File: src/rtl/peaks_frame_scheduler_if.sv
// Signal bundle between the frame scheduler, the FFT/peaks datapath and the host.
// With PEAKS_FRAME_SCHEDULER_AMPL_EN defined the record also carries the peak amplitudes.
interface peaks_frame_scheduler_if #(
    parameter int PEAKS      = 6,
    parameter int FREQ_WIDTH = 9,
    parameter int AMPL_WIDTH = 8,
    parameter int TIME_WIDTH = 16,
    parameter int FIFO_DEPTH = 4
);
`ifdef PEAKS_FRAME_SCHEDULER_AMPL_EN
    localparam int REC_W = PEAKS*AMPL_WIDTH + TIME_WIDTH + PEAKS*FREQ_WIDTH;
`else
    localparam int REC_W = TIME_WIDTH + PEAKS*FREQ_WIDTH;
`endif
    localparam int LVL_W = $clog2(FIFO_DEPTH) + 1;

    logic                        frame_req;
    logic                        frame_ack;
    logic                        peaks_valid;
    logic [TIME_WIDTH-1:0]       peaks_counter;
    logic [PEAKS*FREQ_WIDTH-1:0] peaks_freqs;
    logic [PEAKS*AMPL_WIDTH-1:0] peaks_ampls;
    logic                        rd_en;
    logic [REC_W-1:0]            rd_data;
    logic                        rd_empty;
    logic [LVL_W-1:0]            fifo_level;
    logic [15:0]                 drop_count;
    logic                        timeout_err;
    logic                        clear_err;
    logic                        busy;

    // Scheduler side
    modport slave (
        input  frame_req, peaks_counter, peaks_freqs, peaks_ampls, rd_en, clear_err,
        output frame_ack, peaks_valid, rd_data, rd_empty, fifo_level, drop_count,
               timeout_err, busy
    );

    // Datapath / host side
    modport master (
        output frame_req, peaks_counter, peaks_freqs, peaks_ampls, rd_en, clear_err,
        input  frame_ack, peaks_valid, rd_data, rd_empty, fifo_level, drop_count,
               timeout_err, busy
    );
endinterface

File: src/rtl/peaks_frame_scheduler.sv
// Peaks frame scheduler: rate-limits FFT frames into the peaks block, waits for
// each completed peak set and queues a fingerprint record for the host.
// Optional: PEAKS_FRAME_SCHEDULER_AMPL_EN adds the peak amplitudes to each record.
module peaks_frame_scheduler #(
    parameter int PEAKS      = 6,
    parameter int FREQ_WIDTH = 9,
    parameter int AMPL_WIDTH = 8,
    parameter int TIME_WIDTH = 16,
    parameter int MIN_GAP    = 272,
    parameter int TIMEOUT    = 1024,
    parameter int FIFO_DEPTH = 4
) (
    input logic                      clk,
    input logic                      reset,
    peaks_frame_scheduler_if.slave   bus_if
);
    localparam int FW    = PEAKS*FREQ_WIDTH;
`ifdef PEAKS_FRAME_SCHEDULER_AMPL_EN
    localparam int AW    = PEAKS*AMPL_WIDTH;
    localparam int REC_W = AW + TIME_WIDTH + FW;
`else
    localparam int REC_W = TIME_WIDTH + FW;
`endif
    localparam int LVL_W = $clog2(FIFO_DEPTH) + 1;
    localparam int PTR_W = $clog2(FIFO_DEPTH);
    localparam int TO_W  = $clog2(TIMEOUT + 1);
    localparam int GAP_W = 16;

    typedef enum logic [1:0] {IDLE, WAIT, CAPTURE} state_t;

    state_t                state_q, state_d;
    logic [TIME_WIDTH-1:0] cnt_s1_q, cnt_s2_q;
    logic [FW-1:0]         frq_s1_q, frq_s2_q;
    logic [TIME_WIDTH-1:0] last_cnt_q, last_cnt_d;
    logic [GAP_W-1:0]      gap_q, gap_d;
    logic [TO_W-1:0]       to_q, to_d;
    logic                  valid_q, valid_d;
    logic                  ack_q, ack_d;
    logic                  drop, push, pop, tmo;
    logic [LVL_W-1:0]      level_q, level_d;
    logic [PTR_W-1:0]      wr_ptr_q, rd_ptr_q;
    logic [REC_W-1:0]      mem_q [FIFO_DEPTH];
    logic [REC_W-1:0]      rec_in;
    logic [15:0]           drop_q;
    logic                  terr_q;
    logic                  fifo_full, gap_ok;

`ifdef PEAKS_FRAME_SCHEDULER_AMPL_EN
    logic [AW-1:0]         amp_s1_q, amp_s2_q;
    assign rec_in = {amp_s2_q, cnt_s2_q, frq_s2_q};
`else
    logic unused_ampl;
    assign unused_ampl = ^bus_if.peaks_ampls;
    assign rec_in = {cnt_s2_q, frq_s2_q};
`endif

    assign fifo_full = (level_q == LVL_W'(FIFO_DEPTH));
    assign gap_ok    = (gap_q == '0);
    assign pop       = bus_if.rd_en && (level_q != '0);

    // Two-stage capture of the peaks outputs, which run on an unrelated clock
    always_ff @(posedge clk or posedge reset) begin
        if (reset) begin
            cnt_s1_q <= '0;
            cnt_s2_q <= '0;
            frq_s1_q <= '0;
            frq_s2_q <= '0;
`ifdef PEAKS_FRAME_SCHEDULER_AMPL_EN
            amp_s1_q <= '0;
            amp_s2_q <= '0;
`endif
        end else begin
            cnt_s1_q <= bus_if.peaks_counter;
            cnt_s2_q <= cnt_s1_q;
            frq_s1_q <= bus_if.peaks_freqs;
            frq_s2_q <= frq_s1_q;
`ifdef PEAKS_FRAME_SCHEDULER_AMPL_EN
            amp_s1_q <= bus_if.peaks_ampls;
            amp_s2_q <= amp_s1_q;
`endif
        end
    end

    // Scheduler state and its registered strobes / counters
    always_ff @(posedge clk or posedge reset) begin
        if (reset) begin
            state_q    <= IDLE;
            last_cnt_q <= '0;
            gap_q      <= '0;
            to_q       <= '0;
            valid_q    <= 1'b0;
            ack_q      <= 1'b0;
        end else begin
            state_q    <= state_d;
            last_cnt_q <= last_cnt_d;
            gap_q      <= gap_d;
            to_q       <= to_d;
            valid_q    <= valid_d;
            ack_q      <= ack_d;
        end
    end

    // Next state: issue/drop in IDLE, watch for a counter change in WAIT, push in CAPTURE.
    // last_cnt follows the synced counter outside WAIT so stale changes never trigger a push.
    // A request is ignored in the cycle its ack is out, since the requester drops it then.
    always_comb begin
        state_d    = state_q;
        last_cnt_d = cnt_s2_q;
        gap_d      = gap_ok ? gap_q : gap_q - GAP_W'(1);
        to_d       = '0;
        valid_d    = 1'b0;
        ack_d      = 1'b0;
        drop       = 1'b0;
        push       = 1'b0;
        tmo        = 1'b0;
        case (state_q)
            IDLE: begin
                if (bus_if.frame_req && !ack_q) begin
                    if (fifo_full) begin
                        ack_d = 1'b1;
                        drop  = 1'b1;
                    end else if (gap_ok) begin
                        ack_d   = 1'b1;
                        valid_d = 1'b1;
                        gap_d   = GAP_W'(MIN_GAP - 1);
                        state_d = WAIT;
                    end
                end
            end
            WAIT: begin
                last_cnt_d = last_cnt_q;
                if (cnt_s2_q != last_cnt_q) begin
                    last_cnt_d = cnt_s2_q;
                    state_d    = CAPTURE;
                end else if (to_q == TO_W'(TIMEOUT - 1)) begin
                    tmo     = 1'b1;
                    state_d = IDLE;
                end else begin
                    to_d = to_q + TO_W'(1);
                end
            end
            CAPTURE: begin
                push    = 1'b1;
                state_d = IDLE;
            end
            default: state_d = IDLE;
        endcase
    end

    // FIFO occupancy: simultaneous push and pop leave it unchanged
    always_comb begin
        level_d = level_q;
        if (push && !pop)
            level_d = level_q + LVL_W'(1);
        else if (pop && !push)
            level_d = level_q - LVL_W'(1);
    end

    // FIFO pointers and level
    always_ff @(posedge clk or posedge reset) begin
        if (reset) begin
            level_q  <= '0;
            wr_ptr_q <= '0;
            rd_ptr_q <= '0;
        end else begin
            level_q <= level_d;
            if (push) wr_ptr_q <= wr_ptr_q + PTR_W'(1);
            if (pop)  rd_ptr_q <= rd_ptr_q + PTR_W'(1);
        end
    end

    // Record storage; a slot was reserved at issue time, so a push always has room
    always_ff @(posedge clk) begin
        if (push) mem_q[wr_ptr_q] <= rec_in;
    end

    // Error reporting: clear_err beats any same-cycle drop or timeout
    always_ff @(posedge clk or posedge reset) begin
        if (reset) begin
            drop_q <= '0;
            terr_q <= 1'b0;
        end else if (bus_if.clear_err) begin
            drop_q <= '0;
            terr_q <= 1'b0;
        end else begin
            if (drop && drop_q != '1) drop_q <= drop_q + 16'd1;
            if (tmo) terr_q <= 1'b1;
        end
    end

    assign bus_if.frame_ack   = ack_q;
    assign bus_if.peaks_valid = valid_q;
    assign bus_if.rd_data     = (level_q == '0) ? '0 : mem_q[rd_ptr_q];
    assign bus_if.rd_empty    = (level_q == '0);
    assign bus_if.fifo_level  = level_q;
    assign bus_if.drop_count  = drop_q;
    assign bus_if.timeout_err = terr_q;
    assign bus_if.busy        = (state_q != IDLE);
endmodule

File: src/flat_wrapper.sv
// flat-port wrapper written by rule: the top's interface ports become plain ports
module peaks_frame_scheduler_flat 
#(
    parameter int PEAKS      = 6,
    parameter int FREQ_WIDTH = 9,
    parameter int AMPL_WIDTH = 8,
    parameter int TIME_WIDTH = 16,
    parameter int MIN_GAP    = 272,
    parameter int TIMEOUT    = 1024,
    parameter int FIFO_DEPTH = 4
)
  (clk, reset, bus_if_frame_req, bus_if_peaks_counter, bus_if_peaks_freqs, bus_if_peaks_ampls, bus_if_rd_en, bus_if_clear_err, bus_if_frame_ack, bus_if_peaks_valid, bus_if_rd_data, bus_if_rd_empty, bus_if_fifo_level, bus_if_drop_count, bus_if_timeout_err, bus_if_busy);
  peaks_frame_scheduler_if #(.PEAKS(PEAKS), .FREQ_WIDTH(FREQ_WIDTH), .AMPL_WIDTH(AMPL_WIDTH), .TIME_WIDTH(TIME_WIDTH), .FIFO_DEPTH(FIFO_DEPTH)) bus_if_i ();
  input logic clk;
  input logic reset;
  input wire logic [$bits(bus_if_i.frame_req)-1:0] bus_if_frame_req;
  input wire logic [$bits(bus_if_i.peaks_counter)-1:0] bus_if_peaks_counter;
  input wire logic [$bits(bus_if_i.peaks_freqs)-1:0] bus_if_peaks_freqs;
  input wire logic [$bits(bus_if_i.peaks_ampls)-1:0] bus_if_peaks_ampls;
  input wire logic [$bits(bus_if_i.rd_en)-1:0] bus_if_rd_en;
  input wire logic [$bits(bus_if_i.clear_err)-1:0] bus_if_clear_err;
  output wire logic [$bits(bus_if_i.frame_ack)-1:0] bus_if_frame_ack;
  output wire logic [$bits(bus_if_i.peaks_valid)-1:0] bus_if_peaks_valid;
  output wire logic [$bits(bus_if_i.rd_data)-1:0] bus_if_rd_data;
  output wire logic [$bits(bus_if_i.rd_empty)-1:0] bus_if_rd_empty;
  output wire logic [$bits(bus_if_i.fifo_level)-1:0] bus_if_fifo_level;
  output wire logic [$bits(bus_if_i.drop_count)-1:0] bus_if_drop_count;
  output wire logic [$bits(bus_if_i.timeout_err)-1:0] bus_if_timeout_err;
  output wire logic [$bits(bus_if_i.busy)-1:0] bus_if_busy;
  assign bus_if_i.frame_req = bus_if_frame_req;
  assign bus_if_i.peaks_counter = bus_if_peaks_counter;
  assign bus_if_i.peaks_freqs = bus_if_peaks_freqs;
  assign bus_if_i.peaks_ampls = bus_if_peaks_ampls;
  assign bus_if_i.rd_en = bus_if_rd_en;
  assign bus_if_i.clear_err = bus_if_clear_err;
  assign bus_if_frame_ack = bus_if_i.frame_ack;
  assign bus_if_peaks_valid = bus_if_i.peaks_valid;
  assign bus_if_rd_data = bus_if_i.rd_data;
  assign bus_if_rd_empty = bus_if_i.rd_empty;
  assign bus_if_fifo_level = bus_if_i.fifo_level;
  assign bus_if_drop_count = bus_if_i.drop_count;
  assign bus_if_timeout_err = bus_if_i.timeout_err;
  assign bus_if_busy = bus_if_i.busy;
  peaks_frame_scheduler #(.PEAKS(PEAKS), .FREQ_WIDTH(FREQ_WIDTH), .AMPL_WIDTH(AMPL_WIDTH), .TIME_WIDTH(TIME_WIDTH), .MIN_GAP(MIN_GAP), .TIMEOUT(TIMEOUT), .FIFO_DEPTH(FIFO_DEPTH)) u_core (.clk(clk), .reset(reset), .bus_if(bus_if_i));
endmodule
File: config.mk
export PLATFORM = sky130hd
export DESIGN_NAME = peaks_frame_scheduler_flat
export DESIGN_NICKNAME = d
export VERILOG_FILES = /design/src/rtl/peaks_frame_scheduler_if.sv /design/src/rtl/peaks_frame_scheduler.sv /design/src/flat_wrapper.sv
export SDC_FILE = /design/constraint.sdc
export NUM_CORES = 1
export LEC_CHECK = 0
export ABC_AREA = 0
export BUFFER_PORTS_ARGS = -buffer_cell sky130_fd_sc_hd__buf_4
export CAP_MARGIN = 20
export CORE_MARGIN = 2
export CORE_UTILIZATION = 45
export CTS_CLUSTER_SIZE = 40
export DETAILED_ROUTE_END_ITERATION = 8
export PLACE_DENSITY_LB_ADDON = 0.25
export SLEW_MARGIN = 20
export SYNTH_ARGS = -nofsm -noshare
export SYNTH_HDL_FRONTEND = slang
export SYNTH_SLANG_ARGS = --single-unit
File: constraint.sdc
create_clock -name clk -period 15.45 [get_ports clk]
set_clock_uncertainty 0.05 [all_clocks]
set_input_delay 3.09 -clock clk [delete_from_list [all_inputs] [get_ports clk]]
set_output_delay 3.09 -clock clk [all_outputs]
set_load 0.1 [all_outputs]
==> impl_results.md, run 1 <==
* Status: finished clean
* Final setup viols at 0
* Longest Clk Path Bufs at 3
* Total chip power at 4.372 mW
* WP data required at about 12 ns
* GRT Util Overall at 16.70%
* Post-CTS setup buffer count at 0
* Antenna-violating nets left at 0
* Distinct cells, synth at 46
* Clock Tree Root: clkbuf_16
* Power per cell area at between 200 and 250 nW/um^2
* End of the worst hold path: u_core.cnt_s2_q[14]$_DFF_PP0_
* Synth top area cells: edfxtp_1 (48%), dfrtp_1 (30%), mux4_2 (9.0%)
* Largest net degree at the start of global routing at 101
* Least-Margin Pin Slew at 0.9910 ns
* Reg2reg start: u_core.bus_if.fifo_level[1]$_DFFE_PP0P_
* Slowest CP cell: buf_4
* DP HPWL at about 18000 um
* Cell Area, Synth at 17550 sq um
* Setup crit start kind: flop
* Worst-path clk slew at about 0.060 ns
* Remaining Overflow, GRT at 0
* CP Cell Sequence: buf_4, mux4_2, and2_1, buf_4
* Worst path max stage delay at roughly 0.85 ns
* Vias in the first global route at 8921
* # DRC at 0
* Commonest non-fill, non-tap cells in the layout: edfxtp_1 (280), dfrtp_1 (209), buf_4 (177)
* Total CTS buffers at 51
* Commonest non-fill, non-tap cell in the layout: edfxtp_1
* First-pass GRT wire length at 51770 um
* Sequential share of the synthesized area at a little under 80%
* Worst R2R Setup Slack at 12.55 ns
* Die footprint at 40600 sq um
* Syn Nets at roughly 1100
* Io pins at approximately 220
* Std-Cell Rows at slightly above 70
* H-tree depth at 2
* Total Nets Final at ~1200
* Max rail drop VDD at approximately 0.21 mV
* MaxCap Viol Count at 0
* # port buffers at ~170
* # diodes at 0
* Setup TNS at 0 ns
* Post-synth EDFFs at between 200 and 300
* Synthesized flop and latch total at about 500
* Starting Density at between 40% and 50%
* Initial antenna violation count at 0
* Critical Path AT at ~3.3 ns
* Final hold violations at 0
* CP endpoint kind: primary output
* Slew Viols, Final at 0
* Worst skew pair latency at around 0.57 ns
* Hold path startpoint: u_core.cnt_s1_q[14]$_DFF_PP0_
* Crit Path Class: flop to primary output
* Total Routed Length at roughly 33000 um
* Ys async rst share at 42.97%
* Area delta synth->final at 19.70%
* CTS tree: done
* Most common cell on crit path: buf_4
* Hold path cells at 0
* RR Endpoint: u_core.bus_if.fifo_level[2]$_DFFE_PP0P_
* Router iterations before antenna repair at 4
* Routability-driven placement congestion ratio at roughly 0.8
* R2R depth at 9
* Critical Path Fanout Max at 44
* Iter 0 DRT Violations at 478
* Max-Slew Margin vs Limit at roughly a third
* DR vias at ~8400
* CP delay by family, top: buffers and inverters
* Pre-CTS WS at 9.464 ns
* Routed vias/inst at between 5 and 6
* Die width at slightly above 200 um
* Synth Flop Type: edfxtp_1
* # hold bufs at CTS at 0
* Core area at ~39000 sq um
* Ys Warns at 0
* PostCTS Resize Cnt at 0
* Mapped Avg Cell Area at ~19 sq um
* Largest area contributor in the netlist: edfxtp_1
* Worst Hold Class: flop to flop
* RSZ-0062 raised after global routing: no
* Chip height at about 200 um
* Max Freq at 155.3 MHz
* Period Utilization, post-route at 41.69%
* Buffers & Inverters on Critical Path at 2
* Clk sinks at 491
* Layout cells sized above 1 at a little under a third
* Setup WS post-layout at between 9 and 10 ns
* Top cell type's share of synthesized area at between 40% and 50%
* Min Tclk post-route at around 6.4 ns
* Wire per inst at 19.88 um
* LEAKAGE at roughly 7.9 nW
* Post-Synthesis Cells at approximately 920
[area by class of cell]
class	count	area [sq um]
Timing Repair Buffer	177	1329
Multi-Input combinational cell	371	3628
Clock inverter	28	262.8
Tap cell	518	648.1
Clock buffer	66	1394
Sequential cell	491	13700
Inverter	11	51.30
Fill cell	3144	17550
[how the worst max path moves through the flow]
| stage | from | endpoint | slack [ns] | cells past startpoint |
|---|---|---|---|---|
| global placement | u_core.rd_ptr_q[0]$_DFFE_PP0P_ | bus_if_rd_data[25] | 9.44 | 4 |
| CTS | u_core.rd_ptr_q[0]$_DFFE_PP0P_ | bus_if_rd_data[40] | 8.83 | 4 |
| global route | u_core.rd_ptr_q[0]$_DFFE_PP0P_ | bus_if_rd_data[31] | 8.70 | 4 |
| finish | u_core.rd_ptr_q[0]$_DFFE_PP0P_ | bus_if_rd_data[25] | 9.01 | 4 |
| detailed placement | u_core.rd_ptr_q[0]$_DFFE_PP0P_ | bus_if_rd_data[29] | 9.46 | 4 |
| floorplan | reset | u_core.bus_if.drop_count[0]$_DFFE_PP0P_ | 6.54 | 1 |
[flip-flops by register name, indices dropped and copies added, names as in the netlist]
register and count:
u_core.cnt_s1_q 16, u_core.bus_if.drop_count 16, u_core.gap_q 16, u_core.bus_if.peaks_valid 1, u_core.wr_ptr_q 2, u_core.bus_if.frame_ack 1
u_core.mem_q 280, u_core.frq_s1_q 54, u_core.frq_s2_q 54, u_core.cnt_s2_q 16, u_core.last_cnt_q 16, u_core.bus_if.fifo_level 3
u_core.bus_if.timeout_err 1, u_core.state_q 2, u_core.to_q 11, u_core.rd_ptr_q 2
[cell families (layout without fill, tap and decap cells)]
family,after synthesis,count (layout),synth area share [%]
XOR/XNOR,35,35,1.747
AO/OA/AOI/OAI,45,45,1.590
AND/OR/NAND/NOR,206,206,7.208
flip-flops,491,491,77.99
buffers and inverters,61,282,1.397
adder cells (fa/ha/maj),11,11,0.8270
multiplexers,74,74,9.239
[through the flow]
| stage | cells | hold slack, ns | cell area [sq um] | utilization, % |
|---|---|---|---|---|
| 2_1_floorplan | 923 | 0.2812 | 17550 | - |
| 3_3_place_gp | 1568 | 0.2818 | 19350 | 50.19 |
| 3_5_place_dp | 1568 | 0.2847 | 19350 | 50.19 |
| 4_1_cts | 1662 | 0.2945 | 21010 | 54.49 |
| 5_1_grt | 1662 | 0.3009 | 21010 | 54.49 |
| 6_report | 1662 | 0.2880 | 21010 | 54.49 |
[power breakdown]
part           leakage (nW)  internal [mW]  switching [mW]
combinational          2.00          0.429            1.23
clock                 0.813          0.705           0.490
sequential             5.06           1.44          0.0773
total                  7.88           2.57            1.80
[Yosys cell counts (2+ instances only)]
master	number
clkbuf_1	39
or4_1	11
ha_1	10
a21oi_1	17
mux4_2	70
nor3_1	20
xnor2_1	11
nand2b_1	2
buf_2	11
nand2_1	16
nor2b_1	4
mux2_2	4
and3_1	3
and4_1	5
nor4_1	13
inv_1	10
o31ai_1	12
or2_2	2
a211oi_1	3
nand3_1	13
or3_1	7
and2_1	77
dfrtp_1	211
edfxtp_1	280
nand4_1	8
o21ai_0	9
nor2_1	13
xor2_1	24
[routing by layer]
metal  up-vias  wire length [um]  track usage (%)
li1       3850                 -                -
met1      4332             14930            23.27
met2       182             15880            26.93
met3        42              1709            3.920
met4         0               510            4.044
met5         -                 0                0
(Power assumes the default switching activity.)
==> run 2, diff against run 1 <==
clock period = 6.75 ns   (was 15.45 ns; I/O delays follow)
==> run 2 against run 1 <==
  * Critical path depth did not move
  * Final cell count rose by 0.18%
  * Sequential cell count did not move
  * Critical endpoint is now bus_if_rd_data[55]
  * Clock-buffer cell count rose by 14
  * Combinational power rose by 130%
  * Sequential power rose by 130%
  * Die area did not move
  * First-iteration DRC count rose by 8.4%
  * Highest routed layer unchanged
==> impl_results.md, run 2 (same netlist as run 1, synthesis figures left out) <==
* Setup WS post-layout at 2.345 ns
* Crit Path Class: flop to primary output
* Worst skew pair latency at 0.57 ns
* Worst path max stage delay at approximately 0.8 ns
* Die width at 201.5 um
* RR Endpoint: u_core.bus_if.fifo_level[2]$_DFFE_PP0P_
* Slowest CP cell: dfrtp_4
* Placed Area at approximately 19000 sq um
* Pre-CTS WS at 2.819 ns
* Chip height at approximately 200 um
* Max Freq at ~230 MHz
* Power per cell area at roughly 480 nW/um^2
* MaxCap Viol Count at 0
* Wire per inst at 19.50 um
* Worst setup path end: bus_if_rd_data[55]
* DR vias at 8488
* CP Cell Sequence: buf_4, mux4_2, and2_1, buf_4
* PostCTS Resize Cnt at 0
* Core area at between 30000 and 40000 sq um
* Layout cells sized above 1 at a little under a third
* RSZ-0062 raised after global routing: no
* Commonest non-fill, non-tap cell in the layout: edfxtp_1
* Critical Path Fanout Max at 29
* Io pins at around 220
* Max rail drop VDD at 0.3084 mV
* Reg2reg start: u_core.bus_if.fifo_level[0]$_DFFE_PP0P_
* DP Cell Count at between 1500 and 2000
* Layout Utilization at a little over half
* Slew Viols, Final at 0
* Routability-driven placement congestion ratio at 0.7693
* Critical Path AT at 3.01 ns
* Total CTS buffers at 51
* CTS tree: done
* Remaining Overflow, GRT at 0
* Max-Slew Margin vs Limit at 33.61%
* Area delta synth->final at 19.95%
* Least-Margin Pin Slew at approximately 1 ns
* DP HPWL at between 15000 and 20000 um
* Final hold violations at 0
* Iter 0 DRT Violations at 518
* Worst R2R Setup Slack at ~3.6 ns
* Starting Density at approximately 46%
* Total Routed Length at about 32000 um
* Fillers at around 3100
* Status: finished clean
* # port buffers at 168
* Total Nets Final at about 1200
* Largest net degree at the start of global routing at between 100 and 150
* WP data required at 5.35 ns
* Std-Cell Rows at 72
* Registers with the most flip-flops: u_core.mem_q: 280 flops, u_core.frq_s1_q: 54 flops, u_core.frq_s2_q: 54 flops
* Setup TNS at 0 ns
* Clk sinks at a little under 500
* Commonest non-fill, non-tap cells in the layout: edfxtp_1 (280), dfrtp_1 (209), buf_4 (177)
* Finished Layout Cells at ~1700
* First-pass GRT wire length at a little over 50000 um
* LEAKAGE at 7.889 nW
* # DRC at 0
* Longest Clk Path Bufs at 3
* Die footprint at 40600 sq um
* GRT Util Overall at about 17%
* Routed vias/inst at slightly above 5
* Initial antenna violation count at 0
* Worst-path clk slew at 0.06 ns
* Vias in the first global route at slightly below 9000
* Worst Hold Class: flop to flop
* R2R depth at 9
* Period Utilization, post-route at between 60% and 70%
* Final non-filler cell area at approximately 21000 sq um
* Min Tclk post-route at around 4.4 ns
* Clock Tree Root: clkbuf_16
* Most common cell on crit path: buf_4
* Max FFs per register at 280
* CP endpoint kind: primary output
* Final setup viols at 0
* # hold bufs at CTS at 0
* Biggest register: u_core.mem_q
* Post-CTS setup buffer count at 0
* Router iterations before antenna repair at 5
* Crit path from: u_core.rd_ptr_q[0]$_DFFE_PP0P_
* H-tree depth at 2
* Setup crit start kind: flop
* Antenna-violating nets left at 0
run 2: changes by cell type in the layout (fill, tap and decap cells not counted), sizes merged:
cell,previous run,this run
bufinv,4,3
diode,0,1
inv,15,10
buf,177,178
clkinv,18,11
clkbuf,66,80
run 2: stage by stage:
step | power (mW) | hold WS [ns]
2_1_floorplan | 6.561 | 0.2812
3_3_place_gp | 7.382 | 0.2822
3_5_place_dp | 7.390 | 0.2847
4_1_cts | 10.18 | 0.2954
5_1_grt | 10.43 | 0.3001
6_report | 10.04 | 0.2955
run 2: worst min-delay path by stage:
stage                                              from                             to  slack [ns]  cells after the start
after floorplan            u_core.cnt_s1_q[0]$_DFF_PP0_   u_core.cnt_s2_q[0]$_DFF_PP0_        0.28                      0
after global placement    u_core.frq_s1_q[18]$_DFF_PP0_  u_core.frq_s2_q[18]$_DFF_PP0_        0.28                      0
after detailed placement   u_core.cnt_s1_q[6]$_DFF_PP0_   u_core.cnt_s2_q[6]$_DFF_PP0_        0.28                      0
after CTS                 u_core.frq_s1_q[15]$_DFF_PP0_  u_core.frq_s2_q[15]$_DFF_PP0_        0.30                      0
after global routing       u_core.frq_s1_q[5]$_DFF_PP0_   u_core.frq_s2_q[5]$_DFF_PP0_        0.30                      0
final                     u_core.frq_s1_q[15]$_DFF_PP0_  u_core.frq_s2_q[15]$_DFF_PP0_        0.30                      0
run 2: critical path, delay by kind of cell, from the launching register on:
| family | cells | cell delay [ns] |
|---|---|---|
| mux | 1 | 0.58 |
| flops | 1 | 0.82 |
| simple gates | 1 | 0.20 |
| buf+inv | 2 | 0.81 |
run 2: area by class of cell:
cell class / instances / area (sq um) / area share (%)
Tap cell: 518 / 648.1 / 3.079
Inverter: 11 / 47.55 / 0.2258
Clock inverter: 15 / 152.6 / 0.7251
Antenna cell: 1 / 2.502 / 0.01189
Clock buffer: 80 / 1529 / 7.263
Multi-Input combinational cell: 371 / 3628 / 17.24
Timing Repair Buffer: 178 / 1349 / 6.407
Sequential cell: 491 / 13700 / 65.05
run 2: power by group:
| part | internal [mW] | switching [mW] |
|---|---|---|
| sequential | 3.30 | 0.174 |
| combinational | 0.987 | 2.82 |
| clock | 1.67 | 1.10 |
run 2: per-layer routing:
layer  up-vias  routed length [um]  track usage, %
met2       176               15620           26.47
met3        52                1431           3.612
met5         -                   0               0
met4         0                 621           4.491
li1       3856                   -               -
met1      4404               14790           23.46
